## config.mk

```make
export PLATFORM = sky130hd
export DESIGN_NAME = cache_refill_ctrl
export DESIGN_NICKNAME = d
export VERILOG_FILES = /design/src/rtl/cache_refill_ctrl_pkg.sv /design/src/rtl/cache_perf_cnt.sv /design/src/rtl/cache_refill_ctrl.sv
export SDC_FILE = /design/constraint.sdc
export NUM_CORES = 1
export LEC_CHECK = 0
export ABC_AREA = 0
export CAP_MARGIN = 20
export CORE_MARGIN = 2
export CORE_UTILIZATION = 43
export DETAILED_ROUTE_END_ITERATION = 16
export GPL_TIMING_DRIVEN = 0
export PLACE_DENSITY_LB_ADDON = 0.05
export SLEW_MARGIN = 20
export SYNTH_ARGS = -nofsm -noshare
export SYNTH_HDL_FRONTEND = slang
export SYNTH_SLANG_ARGS = --single-unit
```

## constraint.sdc

```tcl
create_clock -name clk -period 2.46 [get_ports clk]
set_input_delay 0.369 -clock clk [delete_from_list [all_inputs] [get_ports clk]]
set_output_delay 0.369 -clock clk [all_outputs]
set_load 0.05 [all_outputs]
```

## src/rtl/cache_refill_ctrl_pkg.sv

```systemverilog
// rtl/cache_refill_ctrl_pkg.sv - shared FSM encoding and address-offset helper
package cache_refill_ctrl_pkg;

    typedef enum logic [2:0] {
        ST_IDLE      = 3'd0,
        ST_LOOKUP    = 3'd1,
        ST_MISS_REQ  = 3'd2,
        ST_MISS_WAIT = 3'd3,
        ST_REFILL    = 3'd4,
        ST_WT_REQ    = 3'd5,
        ST_RESP      = 3'd6
    } state_t;

    // Number of byte-offset bits inside a block (block sizes 1..8 bytes).
    function automatic int offset_bits(input int block_bytes);
        int n;
        n = 0;
        for (int i = 0; i < 4; i++) begin
            if ((1 << i) < block_bytes) n = i + 1;
        end
        return n;
    endfunction

endpackage

```

## src/rtl/cache_perf_cnt.sv

```systemverilog
// rtl/cache_perf_cnt.sv - saturating performance counter with synchronous clear
module cache_perf_cnt #(
    parameter int CNT_WIDTH = 32
) (
    input  logic                 clk,
    input  logic                 rst_n,
    input  logic                 i_inc,
    input  logic                 i_clr,
    output logic [CNT_WIDTH-1:0] o_cnt
);

    logic [CNT_WIDTH-1:0] r_cnt;

    // Clear wins over increment; the count sticks at all-ones instead of wrapping.
    always_ff @(posedge clk) begin
        if (!rst_n) begin
            r_cnt <= '0;
        end else if (i_clr) begin
            r_cnt <= '0;
        end else if (i_inc && (r_cnt != {CNT_WIDTH{1'b1}})) begin
            r_cnt <= r_cnt + CNT_WIDTH'(1);
        end
    end

    assign o_cnt = r_cnt;

endmodule

```

## src/rtl/cache_refill_ctrl.sv

```systemverilog
// rtl/cache_refill_ctrl.sv - read-miss refill, write-through cache controller
module cache_refill_ctrl
    import cache_refill_ctrl_pkg::*;
#(
    parameter int ADDR_WIDTH  = 32,
    parameter int BLOCK_BYTES = 4,
    parameter int BLOCK_WIDTH = BLOCK_BYTES * 8,
    parameter int CNT_WIDTH   = 32
) (
    input  logic                   clk,
    input  logic                   rst_n,
    input  logic                   cpu_req_valid,
    output logic                   cpu_req_ready,
    input  logic                   cpu_req_wr,
    input  logic [ADDR_WIDTH-1:0]  cpu_req_addr,
    input  logic [BLOCK_WIDTH-1:0] cpu_req_wdata,
    output logic                   cpu_rsp_valid,
    output logic [BLOCK_WIDTH-1:0] cpu_rsp_rdata,
    output logic                   cache_wr,
    output logic [ADDR_WIDTH-1:0]  cache_addr,
    output logic [BLOCK_WIDTH-1:0] cache_din,
    input  logic [BLOCK_WIDTH-1:0] cache_dout,
    input  logic                   cache_hit,
    output logic                   mem_req_valid,
    input  logic                   mem_req_ready,
    output logic                   mem_req_wr,
    output logic [ADDR_WIDTH-1:0]  mem_req_addr,
    output logic [BLOCK_WIDTH-1:0] mem_req_wdata,
    input  logic                   mem_rsp_valid,
    input  logic [BLOCK_WIDTH-1:0] mem_rsp_data,
    input  logic                   clr_cnt,
    output logic [CNT_WIDTH-1:0]   hit_cnt,
    output logic [CNT_WIDTH-1:0]   miss_cnt
);

    localparam int OFF_W = offset_bits(BLOCK_BYTES);
    localparam logic [ADDR_WIDTH-1:0] ALIGN_MASK =
        ~((ADDR_WIDTH'(1) << OFF_W) - ADDR_WIDTH'(1));

    state_t                 r_state;
    state_t                 w_next;
    logic                   r_wr;
    logic [ADDR_WIDTH-1:0]  r_addr;
    logic [BLOCK_WIDTH-1:0] r_wdata;
    logic [BLOCK_WIDTH-1:0] r_data;
    logic                   w_hit_inc;
    logic                   w_miss_inc;
    logic [ADDR_WIDTH-1:0]  w_aligned;

    assign w_aligned = r_addr & ALIGN_MASK;

    // State register; reset abandons any in-flight memory transaction.
    always_ff @(posedge clk) begin
        if (!rst_n) begin
            r_state <= ST_IDLE;
        end else begin
            r_state <= w_next;
        end
    end

    // Request latch and read-data capture (from cache on hit, from memory on refill).
    always_ff @(posedge clk) begin
        if (!rst_n) begin
            r_wr    <= 1'b0;
            r_addr  <= '0;
            r_wdata <= '0;
            r_data  <= '0;
        end else begin
            if (r_state == ST_IDLE && cpu_req_valid) begin
                r_wr    <= cpu_req_wr;
                r_addr  <= cpu_req_addr;
                r_wdata <= cpu_req_wdata;
            end
            if (r_state == ST_LOOKUP && !r_wr && cache_hit) begin
                r_data <= cache_dout;
            end
            if (r_state == ST_MISS_WAIT && mem_rsp_valid) begin
                r_data <= mem_rsp_data;
            end
        end
    end

    // Next-state and Moore/Mealy outputs; every output idles at 0.
    always_comb begin
        w_next        = r_state;
        cpu_req_ready = 1'b0;
        cpu_rsp_valid = 1'b0;
        cpu_rsp_rdata = '0;
        cache_wr      = 1'b0;
        cache_addr    = '0;
        cache_din     = '0;
        mem_req_valid = 1'b0;
        mem_req_wr    = 1'b0;
        mem_req_addr  = '0;
        mem_req_wdata = '0;
        w_hit_inc     = 1'b0;
        w_miss_inc    = 1'b0;
        case (r_state)
            ST_IDLE: begin
                cpu_req_ready = 1'b1;
                if (cpu_req_valid) w_next = ST_LOOKUP;
            end
            ST_LOOKUP: begin
                cache_addr = r_addr;
                if (cache_hit) begin
                    w_hit_inc = 1'b1;
                    if (r_wr) begin
                        cache_wr  = 1'b1;
                        cache_din = r_wdata;
                        w_next    = ST_WT_REQ;
                    end else begin
                        w_next = ST_RESP;
                    end
                end else begin
                    // No-write-allocate: a write miss goes straight to memory.
                    w_miss_inc = 1'b1;
                    w_next     = r_wr ? ST_WT_REQ : ST_MISS_REQ;
                end
            end
            ST_MISS_REQ: begin
                mem_req_valid = 1'b1;
                mem_req_addr  = w_aligned;
                if (mem_req_ready) w_next = ST_MISS_WAIT;
            end
            ST_MISS_WAIT: begin
                if (mem_rsp_valid) w_next = ST_REFILL;
            end
            ST_REFILL: begin
                cache_wr   = 1'b1;
                cache_addr = r_addr;
                cache_din  = r_data;
                w_next     = ST_RESP;
            end
            ST_WT_REQ: begin
                mem_req_valid = 1'b1;
                mem_req_wr    = 1'b1;
                mem_req_addr  = w_aligned;
                mem_req_wdata = r_wdata;
                if (mem_req_ready) w_next = ST_RESP;
            end
            ST_RESP: begin
                cpu_rsp_valid = 1'b1;
                cpu_rsp_rdata = r_wr ? '0 : r_data;
                w_next        = ST_IDLE;
            end
            default: begin
                w_next = ST_IDLE;
            end
        endcase
    end

    cache_perf_cnt #(.CNT_WIDTH(CNT_WIDTH)) u_hit_cnt (
        .clk   (clk),
        .rst_n (rst_n),
        .i_inc (w_hit_inc),
        .i_clr (clr_cnt),
        .o_cnt (hit_cnt)
    );

    cache_perf_cnt #(.CNT_WIDTH(CNT_WIDTH)) u_miss_cnt (
        .clk   (clk),
        .rst_n (rst_n),
        .i_inc (w_miss_inc),
        .i_clr (clr_cnt),
        .o_cnt (miss_cnt)
    );

endmodule

```

==> results of run 1 <==
flip-flops by register name (all words and copies together), names as in the netlist:
register	count
u_hit_cnt.o_cnt	32
u_miss_cnt.o_cnt	32
r_wr	1
r_wdata	32
r_addr	32
r_data	32
r_state	3
path summary, 6_finish.rpt:
kind                                            from              endpoint  slack (ns)
worst min register to register             r_addr[0]             r_addr[0]        0.46
worst max-delay path                      r_state[0]      cpu_rsp_rdata[1]        0.06
worst max register to register  u_miss_cnt.o_cnt[12]  u_miss_cnt.o_cnt[26]        0.17
worst min-delay path                       r_addr[0]             r_addr[0]        0.46
metal layers:
layer / GRT usage, % / up-vias / share of wire [%] / routed length, um
met4: 11.9 / 2 / 3.0 / 956
met3: 7.84 / 58 / 7.1 / 2230
met5: 0 / - / 0.041 / 13
met1: 33.5 / 4304 / 39 / 12400
met2: 50.5 / 313 / 51 / 15900
li1: - / 4482 / - / -
cell usage after synthesis, drive strengths merged, types with 9 or more instances:
| library cell | number |
|---|---|
| inv | 11 |
| nor4 | 11 |
| mux2i | 35 |
| a21boi | 65 |
| and4 | 9 |
| nand4 | 25 |
| and2 | 73 |
| o211a | 33 |
| and3 | 38 |
| or4 | 13 |
| nand3 | 22 |
| clkbuf | 62 |
| dfxtp | 164 |
| nor2 | 23 |
| o21ai | 41 |
| nand2 | 193 |
| a22o | 32 |
| buf | 18 |
| a21oi | 48 |
| or3 | 37 |
| nor2b | 31 |
kinds of logic (layout without fill, tap and decap cells):
logic type | count (synthesis) | after routing | share of synthesized area, %
flip-flops | 164 | 164 | 38.2
adder cells (fa/ha/maj) | 2 | 2 | 0.291
multiplexers | 36 | 36 | 4.21
other | 1 | 4 | 0.0436
XOR/XNOR | 8 | 8 | 0.815
buffers and inverters | 92 | 492 | 4.99
AO/OA/AOI/OAI | 248 | 248 | 21.1
AND/OR/NAND/NOR | 493 | 493 | 30.4
where the power goes:
part           leakage (nW)  internal [mW]  switching (mW)  total (mW)
Clock                 0.294           1.66            1.13        2.78
Sequential             1.33           2.97           0.267        3.23
Combinational          4.01           1.03            1.63        2.66
Total                  5.64           5.65            3.02        8.67
critical path: stages, from the launching register on:
cell,delay (ns)
dfxtp_1,0.34
buf_6,0.15
or2b_4,0.29
nor2_4,0.25
and3_1,0.19
clkdlybuf4s18_2,0.38
cells in the final DEF, fill, tap and decap left out, types with 33 or more instances in the layout:
cell / netlist / routed
o21ai_0: 37 / 37
clkdlybuf4s50_1: 0 / 198
dfxtp_1: 164 / 162
clkbuf_1: 62 / 42
o211a_1: 33 / 33
nand2_1: 193 / 193
buf_4: 3 / 93
buf_2: 5 / 57
and2_1: 72 / 70
mux2i_1: 35 / 35
a21oi_1: 48 / 46
and3_1: 38 / 38
or3_1: 33 / 33
a21boi_0: 65 / 65
layout make-up:
cell class	count	area share [%]
clock buffer	21	3.55
clock inverter	11	1.16
buffer	79	3.91
inverter	11	0.318
timing repair buffer	370	24.9
sequential	164	25.3
antenna	2	0.0385
tap	265	2.55
multi-input combinational	789	38.2
per-stage QoR:
step | TNS [ns] | hold WS (ns)
3_5_place_dp | -117.29 | 0.456
2_1_floorplan | 0 | 0.439
5_1_grt | -0.0127 | 0.481
3_3_place_gp | -113.05 | 0.446
4_1_cts | -0.561 | 0.466
6_report | 0 | 0.465
repair_timing:
item	CTS	global route
setup buffers	4	2
pin swaps	3	3
resized for setup	879	117
endpoints found under the setup margin	163	149
cloned	2	0
==> results.md, run 1 <==
- Yosys top cell by area: dfxtp_1
- Yosys top cell area share: 38.2%
- DR WL/cell: 18.4 um
- I/O Buffers: 362
- Vias in the first global route: 8,769
- Leakage: 5.64 nW
- Non-filler cells, final: 1,712
- Detail Route Antenna Nets: 0
- CTS hold repair buffers: 0
- CTS tree: yes
- VDD IR max: 606 uV
- Largest net degree at the start of global routing: 17
- Worst Clk Skew: 0.0146 ns
- First-pass GRT wire length: 48.5 mm
- DP HPWL: 24.2 mm
- Boundary pin count: 365
- Overall power: 8.67 mW
- Die H: 145 um
- CP Class: flop to output pin
- Worst slew margin: 51.6%
- Register area: 3290 sq um
- WP data arrival: 2.03 ns
- Rows: 51
- CTS buffer count: 17
- Endpoint class of the critical path: output pin
- Cell count after synthesis: 1,044
- Syn Std Cell Area: 8600 sq um
- Outcome: finished, final reports clean
- Layout cell share with drive strength beyond 1: 18.8%
- Post-synthesis register bit count: 164
- Final Hold Viols: 0
- Initial DRC count: 332
- Synth Warn #: 0
- Die width: 145 um
- Final worst path period share: 97.5%
- Number of iterations in the first detailed-routing pass: 5
- Clk buf depth: 2
- Clock Sinks: 164
- Die area: 21,100 sq um
- Worst-path maximum fanout: 10
- Vias per cell: 5.35
- WP data required: 2.09 ns
- Synthesis-to-finish area growth: 51.0%
- Slew Limit Fails: 0
- Area occupied by multi-input gates: 4960 sq um
- Setup WS post-layout: 0.0603 ns
- Total Routing Usage GR: 28.9%
- Final instance area: 13,000 sq um
- FILL cells: 1,753
- Initial core utilization: 44.0%
- R2r worst-path depth: 7
- DRC: 0
- Pre-CTS setup slack: -1.19 ns
- Dpl cells: 1,672
- Number of synthesized flops with an enable pin: 0
- Max Cap Viol: 0
- Via count: 9,159
- Worst Tran Pin Value: 0.723 ns
- Worst-Skew Late Latency: 0.43 ns
- Total congestion overflow: 0
- Setup-failing EPs final: 0
- Asr flop ratio synth: 0%
- Fmax: 0.417 GHz
- Main area contributors after synthesis: dfxtp_1 (38%), nand2_1 (8.4%), a21boi_0 (5.7%), and2_1 (5.2%), mux2i_1 (4.1%)
- Clk pin slew, worst setup/hold paths: 0.06 ns
- Placement Cell Area: 12,600 sq um
- Htree depth: 4
- Mean Syn Cell Area: 8.23 sq um
- CTS root buffer: clkbuf_16
- GPL Wtd Cong: 0.841
- Worst Setup Start Kind: flop
- Hold crit path type: flop to flop
- Hold Path Depth: 2
- Layout Utilization: 66.5%
- Sequential fraction of the synthesis area: 38.2%
- Minimum clock period: 2.40 ns
- Nets: 1,570
- Main flop type after synthesis: dfxtp_1
- Power Density: 668 nW/um^2
- Initial antenna violation count: 3
- Core area: 19,500 sq um
- Total wire length: 31.5 mm
- Synth cell types: 63
(Power assumes the default switching activity.)
==> run 2, diff against run 1 <==
Settings changed: ABC_CLOCK_PERIOD_IN_PS set to 2460, CORE_UTILIZATION 43 to 30.
==> run 2 against run 1 <==
Final cell count is 6.9% higher. Non-clock buffer count is 8 higher. Die area is 42% higher. Utilization is 19 points lower. Clock power is 3% higher. Highest routed layer is now met4.
==> results.md, run 2 (synthesis gave the netlist of run 1 again) <==
- Switching share of power: 35.5%
- Layout cell share with drive strength beyond 1: 19.5%
- DRC: 0
- Setup-failing EPs final: 0
- I/O Buffers: 362
- Detail Route Antenna Nets: 0
- Hold Path Depth: 2
- Worst-Skew Late Latency: 0.43 ns
- Boundary pin count: 365
- Cell count along the critical path: 6
- N_diodes: 0
- Crit path buffers/inverters: 3
- Clk pin slew, worst setup/hold paths: 0.06 ns
- Clk buf depth: 2
- Hold crit path type: flop to flop
- Vias per cell: 4.92
- DR WL/cell: 18.7 um
- Crit-path slowest cell: clkdlybuf4s15_2
- Outcome: finished, final reports clean
- Final worst path period share: 97.9%
- Via count: 9,009
- Number of iterations in the first detailed-routing pass: 5
- Fmax: 0.415 GHz
- Fin Setup TNS: 0 ns
- Total Routing Usage GR: 22.4%
- Reg power frac: 36.6%
- Synthesis-to-finish area growth: 55.1%
- Largest net degree at the start of global routing: 17
- Htree depth: 4
- CP top delay family: buffers and inverters
- Die width: 173 um
- Vias in the first global route: 8,842
- CTS hold repair buffers: 0
- Leakage: 5.67 nW
- Area occupied by multi-input gates: 4980 sq um
- Worst-path cell chain: clkbuf_8 > or2b_4 > buf_6 > nor2_4 > a22o_1 > clkdlybuf4s15_2
- Slew Limit Fails: 0
- Clk pwr share: 32.3%
- Endpoint class of the critical path: output pin
- Most frequent cells in the layout: clkdlybuf4s50_1 (198), nand2_1 (193), dfxtp_1 (160)
- Power Density: 661 nW/um^2
- Total congestion overflow: 0
- WP data required: 2.09 ns
- VDD IR max: 428 uV
- CTS root buffer: clkbuf_16
- Register area: 3290 sq um
- Worst-path maximum fanout: 7
- CTS tree: yes
- Final Hold Viols: 0
- Initial antenna violation count: 1
- Peak per-stage delay on the critical path: 0.39 ns
- Layout Utilization: 47.6%
- Initial DRC count: 526
- Core area: 28,000 sq um
- Die H: 173 um
- Internal cell power: 5.68 mW
- GPL Wtd Cong: 0.825
- Overall power: 8.82 mW
- Switching power of the nets: 3.13 mW
- Minimum clock period: 2.41 ns
- First-pass GRT wire length: 52.3 mm
- Rows: 61
- Total wire length: 34.3 mm
- Worst Setup Start Kind: flop
- FILL cells: 2,861
- CTS buffer count: 17
- Clock Sinks: 164
- Worst Clk Skew: 0.0156 ns
- Nets: 1,578
- Die area: 30,000 sq um
- Comb power frac: 31.1%
- WP data arrival: 2.04 ns
- DP HPWL: 26.7 mm
- R2r worst-path depth: 6
- Max Cap Viol: 0
- Initial core utilization: 30.7%
- RSZ-0062 raised after global routing: true
- Worst Tran Pin Value: 0.788 ns
- Worst slew margin: 47.5%
- CP Class: flop to output pin
- Leading cell type in the layout, fill and taps excluded: clkdlybuf4s50_1
run 2: changes by cell type in the layout (fill, tap and decap cells not counted), moves of 3 or more:
cell             before  now
inv_6                 1    5
buf_6                26   36
clkbuf_1             42   39
buf_4                93   68
nor2b_2               0    3
clkdlybuf4s15_2       8   20
dlygate4sd2_1         2    6
clkdlybuf4s18_2       1    7
nor2b_1              31   28
run 2: worst reg2reg max path: stages (launching register included):
cell and delay (ns):
dfxtp_1 0.42, nand4_1 0.29, or4_4 0.57, o311ai_4 0.49
buf_6 0.22, nor3_1 0.06, o21a_1 0.16
run 2: stage by stage:
step                      instance area [sq um]  std cells  setup slack [ns]  hold WS (ns)
final                                     13300       1830            0.0509         0.466
after global routing                      13300       1830           -0.0103         0.492
after CTS                                 13400       1829           -0.0996         0.467
after detailed placement                  12700       1785             -1.20         0.456
after global placement                    12700       1785             -1.19         0.448
after floorplan                            8610       1045            0.0138         0.439
run 2: metal layers:
| layer | up-vias | GRT usage [%] | part of all wire [%] |
|---|---|---|---|
| met5 | - | 0 | 0 |
| met4 | 0 | 5.30 | 1.3 |
| met3 | 20 | 6.38 | 6.8 |
| met2 | 248 | 40.1 | 50 |
| met1 | 4262 | 26.4 | 42 |
| li1 | 4479 | - | - |
run 2: worst paths after layout:
kind | startpoint | endpoint | slack [ns]
min | r_addr[0] | r_addr[0] | 0.47
max | r_state[0] | cache_din[19] | 0.05
max reg2reg | u_miss_cnt.o_cnt[15] | u_miss_cnt.o_cnt[31] | 0.14
min reg2reg | r_addr[0] | r_addr[0] | 0.47
run 2: power by group through the flow:
stage | clock [mW] | sequential, mW | combinational (mW)
2_1_floorplan | 0 | 3.17 | 1.60
3_3_place_gp | 0 | 3.27 | 2.49
3_5_place_dp | 0 | 3.28 | 2.51
4_1_cts | 2.93 | 3.22 | 2.77
5_1_grt | 3.03 | 3.27 | 2.97
6_report | 2.85 | 3.23 | 2.74
run 2: timing repair:
action | 4_1_cts | 5_1_grt
buffers inserted | 13 | 6
pin swaps | 6 | 9
setup endpoints to repair | 163 | 137
gates resized for setup | 813 | 144
cloned | 2 | 0
run 2: area by class of cell:
type | count | area share, %
Buffer | 77 | 3.65
Clock buffer | 18 | 3.29
Clock inverter | 13 | 1.29
Inverter | 11 | 0.310
Multi-Input combinational cell | 789 | 37.4
Sequential cell | 164 | 24.7
Tap cell | 378 | 3.55
Timing Repair Buffer | 380 | 25.9
==> run 3, diff against run 2 <==
Settings changed: ABC_CLOCK_PERIOD_IN_PS 2460 to 2500, CTS_CLUSTER_DIAMETER set to 30.
Clock period 2.46 ns to 2.5 ns, I/O delays scaled along.
==> run 3 against run 2 <==
Critical path depth did not move. Die area did not move. Utilization down 1.0 points. Largest power group unchanged. Clock skew is 0.0015 ns lower. Final area is 2.1% lower. Flip-flop and latch count stayed put. Final cell count shrank 0.77%. Register-to-register slack better by 0.06 ns. Clock-buffer cell count grew 3.
==> results.md, run 3 (synthesis gave the netlist of run 1 again) <==
- Nets: 1,563
- Hold WS: 0.469 ns
- I/O Buffers: 362
- Total wire length: 33.7 mm
- Fin Setup TNS: 0 ns
- CTS buffer count: 17
- Critical Path Source: r_state[1]
- Worst-path cell chain: buf_6 > and4bb_4 > and2_4 > clkbuf_4 > a22o_1 > buf_4
- Htree depth: 4
- VDD IR max: 487 uV
- Setup WS post-layout: 0.0565 ns
- Setup-failing EPs final: 0
- Worst-path maximum fanout: 10
- Pre-CTS setup slack: -1.19 ns
- RSZ-0062 raised after global routing: true
- Fmax: 0.409 GHz
- CTS tree: yes
- CTS hold repair buffers: 0
- Largest net degree at the start of global routing: 17
- Rows: 61
- Hold crit path type: flop to flop
- N_diodes: 0
- Die H: 173 um
- Worst Setup Start Kind: flop
- Leading cell type in the layout, fill and taps excluded: clkdlybuf4s50_1
- Crit path buffers/inverters: 3
- Endpoint class of the critical path: output pin
- Layout cell share with drive strength beyond 1: 18.6%
- DP HPWL: 26.7 mm
- Critical R2R Launch: u_miss_cnt.o_cnt[14]
- Outcome: finished, final reports clean
- Leakage: 5.57 nW
- Synthesis-to-finish area growth: 51.8%
- WP data required: 2.12 ns
- Final Hold Viols: 0
- Die area: 30,000 sq um
- Setup slack, reg-to-reg: 0.20 ns
- Final worst path period share: 97.7%
- Worst slew margin: 48.8%
- Core area: 28,000 sq um
- Initial core utilization: 30.7%
- GPL Wtd Cong: 0.846
- Clk pin slew, worst setup/hold paths: 0.07 ns
- Clock Sinks: 164
- WP data arrival: 2.07 ns
- Non-filler cells, final: 1,816
- Die width: 173 um
- DRC: 0
- Worst-Skew Late Latency: 0.43 ns
- Worst Tran Pin Value: 0.767 ns
- Minimum clock period: 2.44 ns
- First-pass GRT wire length: 52.0 mm
- Hold_sp: r_addr[0]
- Vias per cell: 4.91
- Max Cap Viol: 0
- Worst Clk Skew: 0.0141 ns
- Crit-path slowest cell: and4bb_4
- Dpl cells: 1,785
- Via count: 8,911
- DR WL/cell: 18.5 um
- Detail Route Antenna Nets: 0
- Vias in the first global route: 8,956
- Clk buf depth: 2
- CTS root buffer: clkbuf_16
- Number of iterations in the first detailed-routing pass: 6
- Most frequent cells in the layout: clkdlybuf4s50_1 (198), nand2_1 (193), dfxtp_1 (164)
- Boundary pin count: 365
- Initial antenna violation count: 0
- Slew Limit Fails: 0
- Peak per-stage delay on the critical path: 0.41 ns
- CP top delay family: simple AND/OR/NAND/NOR gates
- CP Class: flop to output pin
- Total Routing Usage GR: 22.1%
- Initial DRC count: 457
- Power Density: 646 nW/um^2
- Total congestion overflow: 0
- FILL cells: 2,886
[run 3: cell types whose count changed in the layout (fill, tap and decap cells not counted), sizes merged]
cell	delta
clkinv	+2
dlygate4sd2	-5
dlymetal6s2s	+1
clkdlybuf4s18	-7
clkbuf	+35
inv	-2
clkdlybuf4s15	-13
bufinv	-2
buf	-23
[run 3: timing repair]
action	in CTS	in global routing
endpoints found under the setup margin	163	138
resized for setup	805	196
pin swaps	1	1
buffers inserted	1	0
gates cloned	0	0
[run 3: per-layer routing]
metal / vias to the layer above / track usage, % / part of all wire (%)
met5: - / 0 / 0
met4: 0 / 5.01 / 1.3
met3: 21 / 8.31 / 8.3
met2: 258 / 39.3 / 50
met1: 4166 / 25.1 / 41
li1: 4466 / - / -
[run 3: stage by stage]
stage	total power [mW]	util [%]	cell area, sq um
after floorplan	4.69	-	8610
after CTS	8.51	46.7	13100
after detailed placement	5.69	45.4	12700
after global placement	5.68	45.4	12700
final	8.43	46.6	13100
after global routing	8.87	46.6	13100
[run 3: path summary, 6_finish.rpt]
kind / to / cells past startpoint
setup / recovery: cache_din[29] / 6
hold / removal: r_addr[0] / 2
setup reg to reg: u_miss_cnt.o_cnt[31] / 6
hold reg to reg: r_addr[0] / 2
[run 3: area by class of cell]
cell class                 count  area [sq um]  share of cell area [%]
timing repair buffer         363          3230                    24.7
multi-input combinational    789          4980                    38.1
clock inverter                11           118                   0.901
sequential                   164          3280                    25.2
clock buffer                  21           470                    3.60
inverter                      11          41.3                   0.316
tap                          378           473                    3.62
buffer                        79           462                    3.54
[run 3: report_power, final]
part	internal [mW]	leakage, nW	total [mW]	switching, mW
logic	0.973	3.95	2.56	1.59
clock network	1.48	0.282	2.69	1.21
registers	2.92	1.33	3.18	0.267
[run 3: tightest hold or removal path: cells and delay by family, from the launching register on]
kind,cells,cell delay [ns]
flip-flops,1,0.32
AO/OA/AOI/OAI,1,0.06
AND/OR/NAND/NOR,1,0.05
